<file path="src/rtl/rv32i_wbck_ctrl.sv">
// rv32i_wbck_ctrl
//   Producer side of the register-file write port. Each cycle, one result is picked:
//   the long-latency channel (LSU, mul/div) wins over the single-cycle ALU channel.
//   The winner is registered onto the write port.
//   A pending-destination scoreboard tracks issued long-latency ops, so decode can see
//   RAW/WAW hazards. An outstanding counter caps how many such ops are in flight.
module rv32i_wbck_ctrl #(
  parameter int WORD_WTH    = 32,
  parameter int REG_INX_WTH = 5,
  parameter int REG_NUM     = 32,
  parameter int LNG_OSTD    = 4,
  parameter int CNT_WTH     = 3
) (
  input  logic                   clk,
  input  logic                   rst,
  // single-cycle ALU result channel
  input  logic                   alu_wbck_valid,
  output logic                   alu_wbck_ready,
  input  logic [REG_INX_WTH-1:0] alu_wbck_idx,
  input  logic [WORD_WTH-1:0]    alu_wbck_dat,
  // long-latency result channel
  input  logic                   lng_wbck_valid,
  output logic                   lng_wbck_ready,
  input  logic [REG_INX_WTH-1:0] lng_wbck_idx,
  input  logic [WORD_WTH-1:0]    lng_wbck_dat,
  // long-latency issue
  input  logic                   lng_issue_valid,
  output logic                   lng_issue_ready,
  input  logic [REG_INX_WTH-1:0] lng_issue_idx,
  // decode hazard check
  input  logic [REG_INX_WTH-1:0] chk_src1_idx,
  input  logic [REG_INX_WTH-1:0] chk_src2_idx,
  input  logic [REG_INX_WTH-1:0] chk_dest_idx,
  output logic                   chk_hazard,
  output logic [CNT_WTH-1:0]     lng_ostd_cnt,
  // regfile write port
  output logic                   wbck_dest_wen,
  output logic [REG_INX_WTH-1:0] wbck_dest_idx,
  output logic [WORD_WTH-1:0]    wbck_dest_dat
);

  localparam logic [CNT_WTH-1:0]     CNT_LIMIT = CNT_WTH'(LNG_OSTD);
  localparam logic [CNT_WTH-1:0]     CNT_ONE   = CNT_WTH'(1);
  localparam logic [REG_INX_WTH-1:0] IDX_ZERO  = {REG_INX_WTH{1'b0}};

  // Returns 1 when 'idx' is pending. Register x0 is never reported as pending.
  function automatic logic pend_hit(input logic [REG_NUM-1:0]     vec,
                                    input logic [REG_INX_WTH-1:0] idx);
    logic hit;
    if (idx == IDX_ZERO) begin
      hit = 1'b0;
    end else begin
      hit = vec[idx];
    end
    return hit;
  endfunction

  logic [REG_NUM-1:0]     pending_r;
  logic [REG_NUM-1:0]     pending_nxt_s;
  logic [REG_NUM-1:0]     set_vec_s;
  logic [REG_NUM-1:0]     clr_vec_s;
  logic [CNT_WTH-1:0]     cnt_r;
  logic [CNT_WTH-1:0]     cnt_nxt_s;
  logic                   lng_xfer_s;
  logic                   alu_xfer_s;
  logic                   issue_xfer_s;
  logic                   issue_rdy_s;
  logic                   wen_nxt_s;
  logic [REG_INX_WTH-1:0] idx_nxt_s;
  logic [WORD_WTH-1:0]    dat_nxt_s;

  // The long-latency channel is always accepted. The ALU stalls whenever it collides.
  assign lng_wbck_ready  = 1'b1;
  assign alu_wbck_ready  = ~lng_wbck_valid;
  assign lng_issue_ready = issue_rdy_s;
  assign lng_ostd_cnt    = cnt_r;

  // Decode handshakes for this cycle. At most one result transfer occurs, long-latency first.
  always_comb begin
    issue_rdy_s  = (cnt_r < CNT_LIMIT) & ~pend_hit(pending_r, lng_issue_idx);
    lng_xfer_s   = lng_wbck_valid;
    alu_xfer_s   = alu_wbck_valid & ~lng_wbck_valid;
    issue_xfer_s = lng_issue_valid & issue_rdy_s;
  end

  // Scoreboard update. An issue and a result on the same register in one cycle leaves it pending.
  always_comb begin
    set_vec_s = {REG_NUM{1'b0}};
    clr_vec_s = {REG_NUM{1'b0}};
    for (int i = 0; i < REG_NUM; i++) begin
      set_vec_s[i] = issue_xfer_s & (lng_issue_idx == REG_INX_WTH'(i));
      clr_vec_s[i] = lng_xfer_s & (lng_wbck_idx == REG_INX_WTH'(i));
    end
    pending_nxt_s    = (pending_r & ~clr_vec_s) | set_vec_s;
    pending_nxt_s[0] = 1'b0;
  end

  // Outstanding counter update.
  // An issue and a result in the same cycle cancel out.
  // A stray result while the counter is zero saturates at zero.
  always_comb begin
    cnt_nxt_s = cnt_r;
    case ({issue_xfer_s, lng_xfer_s})
      2'b10: cnt_nxt_s = cnt_r + CNT_ONE;
      2'b01: begin
        if (cnt_r == {CNT_WTH{1'b0}}) begin
          cnt_nxt_s = {CNT_WTH{1'b0}};
        end else begin
          cnt_nxt_s = cnt_r - CNT_ONE;
        end
      end
      default: cnt_nxt_s = cnt_r;
    endcase
  end

  // Write-port source select.
  // A transfer to x0 completes the handshake but does not write the register file.
  // With no transfer, idx/dat keep their last values.
  always_comb begin
    wen_nxt_s = 1'b0;
    idx_nxt_s = wbck_dest_idx;
    dat_nxt_s = wbck_dest_dat;
    if (lng_xfer_s) begin
      wen_nxt_s = (lng_wbck_idx != IDX_ZERO);
      idx_nxt_s = lng_wbck_idx;
      dat_nxt_s = lng_wbck_dat;
    end else if (alu_xfer_s) begin
      wen_nxt_s = (alu_wbck_idx != IDX_ZERO);
      idx_nxt_s = alu_wbck_idx;
      dat_nxt_s = alu_wbck_dat;
    end else begin
      wen_nxt_s = 1'b0;
    end
  end

  // Decode stalls on any operand whose long-latency producer is still in flight.
  // The registered write in flight is bypassed by the regfile, so it is not a hazard.
  assign chk_hazard = pend_hit(pending_r, chk_src1_idx)
                    | pend_hit(pending_r, chk_src2_idx)
                    | pend_hit(pending_r, chk_dest_idx);

  // Scoreboard register.
  always_ff @(posedge clk or posedge rst) begin
    if (rst) begin
      pending_r <= {REG_NUM{1'b0}};
    end else begin
      pending_r <= pending_nxt_s;
    end
  end

  // Outstanding long-latency op counter.
  always_ff @(posedge clk or posedge rst) begin
    if (rst) begin
      cnt_r <= {CNT_WTH{1'b0}};
    end else begin
      cnt_r <= cnt_nxt_s;
    end
  end

  // Registered regfile write port. Reset drops any write in flight.
  always_ff @(posedge clk or posedge rst) begin
    if (rst) begin
      wbck_dest_wen <= 1'b0;
      wbck_dest_idx <= IDX_ZERO;
      wbck_dest_dat <= {WORD_WTH{1'b0}};
    end else begin
      wbck_dest_wen <= wen_nxt_s;
      wbck_dest_idx <= idx_nxt_s;
      wbck_dest_dat <= dat_nxt_s;
    end
  end

endmodule
</file>
<file path="config.mk">
export PLATFORM = sky130hd
export DESIGN_NAME = rv32i_wbck_ctrl
export DESIGN_NICKNAME = d
export VERILOG_FILES = /design/src/rtl/rv32i_wbck_ctrl.sv
export SDC_FILE = /design/constraint.sdc
export NUM_CORES = 1
export LEC_CHECK = 0
export ABC_AREA = 1
export CORE_ASPECT_RATIO = 0.5
export CORE_MARGIN = 10
export CORE_UTILIZATION = 44
export CTS_BUF_LIST = sky130_fd_sc_hd__clkbuf_4 sky130_fd_sc_hd__clkbuf_8
export DETAILED_ROUTE_END_ITERATION = 8
export MAX_ROUTING_LAYER = met4
export PLACE_DENSITY = 0.86
export SLEW_MARGIN = 20
export SYNTH_ARGS = -nofsm -noshare
export SYNTH_HDL_FRONTEND = slang
export SYNTH_SLANG_ARGS = --single-unit
</file>
<file path="constraint.sdc">
create_clock -name clk -period 2.2 [get_ports clk]
set_input_delay 0.44 -clock clk [delete_from_list [all_inputs] [get_ports clk]]
set_output_delay 0.44 -clock clk [all_outputs]
set_load 0.02 [all_outputs]
</file>
# After elaboration in Yosys (flattened, before gate mapping)
# Index checks and enable logic that the tools add are counted.
# word_totals
register_bits	72
mem_bits_ro	0
word_cells	180
memories	0
inputBits	99
out_inout_bits	45
latch_bits	0
ram_bits	0
# classes
muxes	20
n_bitwise	74
n_mul	0
n_lt_le_gt_ge	5
div	0
eq_ne	64
add_sub_neg	2
n_shift	0
n_reduce_logical	10
# op_table
operator	count
$eq 5x5->1 const B	32
$eq 5x4->1 const B	16
$and 1x1->1	67
$mux 32	2
$eq 5x3->1 const B	8
$and 32x32->32	1
$not 32->32	1
$or 32x32->32	1
$logic_not 5->1	5
$lt 5x6->1 const B	4
$bmux 1 s5	4
$eq 5x2->1 const B	4
$eq 5x1->1 const B	2
$mux 1	10
$mux 5	2
$reduce_bool 5->1	2
$pmux 3 s2	1
$reduce_bool 2->1	2
$add 3x1->3 const B	1
$logic_not 3->1	1
$lt 3x3->1 const B	1
$mux 3	1
$sub 3x1->3 const B	1
$eq 2x1->1 const B	1
other kinds (3)	5

# Depth between registers and ports, before layout
# logic_depth
depth_word	8
depth_mapped	18
depth_no_buf	17

# Least setup slack after synthesis
# Ideal clock, no wire load.
# synth_path
kind	input -> register
start	input lng_issue_idx[1]
end	register cnt_r[2], in the netlist lng_ostd_cnt[2]
stages	16
setup_time_ps	120
slack_ps	-262
arrival_time_ps	2342
path_buffers	1
t_required_ps	2080
cell_sequence	buf_2 nand2_2 nor2_1 a21oi_1 nand2_1 nand2_1 nand2_1 o21ai_4 nand2_1 nor2_1 nand2_1 ha_1 inv_1 nand2_1 o21ai_0 inv_1
# synth_between
elab_chain_cells	8
word_cells_on_any_way	11
cone_classes	eq/ne: 2; mux: 4; bitwise: 3; reduce/logical: 2
# synth_lines
element	line	rtl
from (decl)	29	input logic [REG_INX_WTH-1:0] lng_issue_idx,
$bmux 1 s5	53	hit = vec[idx];
$mux 1 (not written as such)	53	
$mux 1 (*)	50	if (idx == IDX_ZERO) begin
$not 1->1 (*)	80	issue_rdy_s = (cnt_r < CNT_LIMIT) & ~pend_hit(pending_r, lng_issue_idx);
$and 1x1->1 (*)	80	
via lng_issue_ready	28	output logic lng_issue_ready,
$and 1x1->1 (*)	83	issue_xfer_s = lng_issue_valid & issue_rdy_s;
$eq 2x1->1 / $eq 2x2->1 (equally long branches)	103	case ({issue_xfer_s, lng_xfer_s})
$pmux 3 s2 / $reduce_bool 2->1 (equally long branches)	--	
to (signal assigned)	154	cnt_r <= {CNT_WTH{1'b0}};
to (signal assigned)	156	cnt_r <= cnt_nxt_s;
to (decl)	62	logic [CNT_WTH-1:0] cnt_r;
# Mark *: on every way through the listed nets, which the timed path passes. The rest lies on a longest branch. The select of a mux whose other input is x is not followed.
# A chain may end at the register's enable or synchronous reset.

# Worst setup path after layout
# layout_path
start	register pending_r[1]
end	output chk_hazard
# layout_between
elab_chain_cells	5
word_cells_on_any_way	11
cone_classes	mux: 9; bitwise: 2
# layout_lines
element	line	rtl
from (decl)	58	logic [REG_NUM-1:0] pending_r;
from (signal assigned)	145	pending_r <= {REG_NUM{1'b0}};
from (signal assigned)	147	pending_r <= pending_nxt_s;
$bmux 1 s5	53	
$mux 1 (not written as such)	53	
$mux 1	50	
$or 1x1->1	139	| pend_hit(pending_r, chk_src2_idx)
$or 1x1->1 (*)	140	| pend_hit(pending_r, chk_dest_idx);
to (decl)	34	output logic chk_hazard,
# Mark *: on every way between the ends. The rest lies on a longest branch, timed or not. The select of a mux whose other input is x is not followed.

==> flow_metrics.tcl <==
set metrics [dict create \
    status "finished, final reports clean" \
    ys_ff_latch 72 \
    ctsHoldBuffers 0 \
    period_minus_slack_ps 2190 \
    cts_tree "built" \
    die_area_um2 15800 \
    end_kind "output port" \
    vias_per_cell 5.51 \
    synth-edff-count 0 \
    finalHoldViolations 0 \
    startpoint_type "flip-flop" \
    vias 5894 \
    place_area_um2 6840 \
    grt_overflow 0 \
    hp-class "reg2reg" \
    insertedDiodeCount 0 \
    setup_viol 0 \
    cts.htree.levels 3 \
    worstRegToRegCells 11 \
    worstPathRequired_ps 1760 \
    fin_skew_ps 16.9 \
    max_freq_mhz 457 \
    layout-drive-gt1-share_pct 14.9 \
    clk_pin_slew_worst_paths_ps 90 \
    numCtsBuffers 9 \
    worstSetupPathType "reg2out" \
    ios 144 \
    dp_hpwl_um 14700 \
    fin_area_um2 7170 \
    tightestPinTransition_ps 670 \
    grt_pass1_vias 5761 \
    dr.pass1.iters 5 \
    rsz0062_at_grt "true" \
    synth_area_leaders "dfrtp_1 (37%), nand2_1 (21%), o21ai_0 (7.8%), nand3_1 (6.7%), inv_1 (4.3%)" \
    die_x_um 168 \
    finalWirelength_um 19300 \
    synthTopCellsByCount "nand2_1 (268), o21ai_0 (75), dfrtp_1 (72)" \
    gp_congestion 0.968 \
    grt_max_degree 73 \
    hold_depth 2 \
    antenna_left 0 \
    synth.largest_area_cell "dfrtp_1" \
    finalMaxSlewViolations 0 \
    async_reset_ff_share_pct 100 \
    synth_top_area_share_pct 37.4 \
    fin_nets 1029 \
    avgSynthCellArea_um2 6.56 \
    insertion_delay_ps 360 \
    grtUsageTotal_pct 25.1 \
    synthDistinctLibCells 28 \
    port_buffers 142 \
    timing.final.crit_share_pct 99.5 \
    rows 26 \
    cp_max_fo 5 \
    cap_violations 0 \
    synth-main-ff-cell "dfrtp_1" \
    syn_nets 838 \
    fill_cells 870 \
    leakage_nw 3.41 \
    clk_path_buf_depth 2 \
    cts_sinks 72 \
    start_util_pct 46.1 \
    cts-root-buf "clkbuf_8" \
    p_per_area_nw_per_um2 756 \
    antenna_found_initial 0 \
    area_growth_pct 49.1 \
    cp.arrival_ps 1750 \
    fp.dieH_um 94.0 \
    drt_drc_violations_left 0 \
    ys_warn_count 0 \
    syn_inst 734 \
    slew_headroom_pct 55.2 \
    grt_pass1_wl_um 30900 \
    ys_seq_area_share_pct 37.4 \
    wl_per_cell_um 18.0 \
    drtIter0Drc 610 \
    coreArea_um2 10400 \
    synth.most_common_cell "nand2_1" \
    r2r_setup_slack_ps 160 \
    total_power_w 0.00543 \
    ir_drop_mv 0.483 \
    syn_area_um2 4810 \
]
==> final timing paths <==
path,start,endpoint
min in group asynchronous,rst,pending_r[3]
min,wbck_dest_idx[3],wbck_dest_idx[3]
max in group asynchronous,rst,pending_r[4]
max reg2reg,pending_r[13],pending_r[28]
min reg2reg,wbck_dest_idx[3],wbck_dest_idx[3]
max,pending_r[1],chk_hazard
==> stage by stage <==
| step | setup TNS (ps) | hold slack [ps] | setup WS, ps | util, % | instances |
|---|---|---|---|---|---|
| after floorplan | -48.6 | 470 | -48.6 | - | 734 |
| after detailed placement | -27060 | 476 | -849 | 65.5 | 1046 |
| final | 0 | 493 | 10.7 | 68.7 | 1070 |
| after CTS | 0 | 497 | 0.436 | 68.2 | 1066 |
| after global placement | -25700 | 477 | -779 | 65.5 | 1046 |
| after global routing | -232 | 516 | -133 | 68.7 | 1070 |
==> critical path: stages, from the launching register on <==
cell,delay (ps)
dfrtp_1,520
a21oi_1,190
o21ai_0,100
nand2_1,80
nand3_1,60
nand3_1,90
nand2_1,60
nor2_1,90
nand2_1,60
buf_6,130
==> cell type report <==
class / instances / area [um2] / area share [%]
well taps: 140 / 175 / 2.44
multi-input cells: 565 / 2660 / 37.1
clock inverters: 6 / 67.6 / 0.942
repair buffers: 219 / 2110 / 29.4
inverters: 58 / 224 / 3.12
clock buffers: 10 / 131 / 1.83
flip-flops and latches: 72 / 1810 / 25.2
==> power breakdown <==
group	switching (W)	total (W)	leakage (nW)	internal (W)
logic	0.00126	0.00231	2.42	0.00105
clock network	0.000543	0.00109	0.0967	0.000543
registers	0.000409	0.00203	0.894	0.00162
==> kinds of logic (layout without fill, tap and decap cells) <==
group           count (synthesis)  after routing  synth area share [%]
buf+inv                        97            293                  8.71
other cells                     1              1                0.0779
fa+ha+maj                       5              5                  1.30
simple gates                  431            431                  37.7
flops                          72             72                  37.4
compound gates                128            128                  14.8
==> flip-flops by register name (all words and copies together) (netlist names) <==
register / cells
wbck_dest_dat: 32
pending_r: 31
wbck_dest_idx: 5
lng_ostd_cnt: 3
wbck_dest_wen: 1
==> repair_timing <==
item	CTS	global route
cloned	3	0
setup endpoints to repair	36	5
buffers inserted	1	4
pin swaps	4	4
resized for setup	56	29
==> placed cells by master, fill, tap and decap left out, types with 2 or more instances in the layout <==
master           Yosys  routed
o221ai_1             3       3
ha_1                 5       4
nor2_4               0       3
buf_2                8       2
a21oi_1             27      24
nor3_1              12      12
dfrtp_1             72      68
clkbuf_8             0       9
inv_2                2      12
o21ai_0             75      66
a21oi_2              0       3
a22oi_1              2       2
nand4_1             33      33
nor2_2               4       7
clkdlybuf4s50_1      0     125
clkinvlp_4           0       3
clkbuf_2             0       2
nand3_1             64      64
buf_4                4      61
a31oi_1              2       2
dfrtp_2              0       4
nand2_1            268     264
dlygate4sd2_1        0       8
inv_1               55      43
buf_6                4      11
buf_12               0       6
o21ai_1              2      11
o211ai_1            15      15
nor2_1              47      41
inv_6                0       2
nand2_2              1       4
==> routing by layer <==
metal | GRT usage [%] | up-vias | wire [um]
met5 | - | - | 0
met4 | 7.64 | 0 | 471
met3 | 6.89 | 42 | 2030
met2 | 40.7 | 309 | 8990
met1 | 29.9 | 2727 | 7820
li1 | - | 2816 | -
Power figures use the tool's default switching activity.
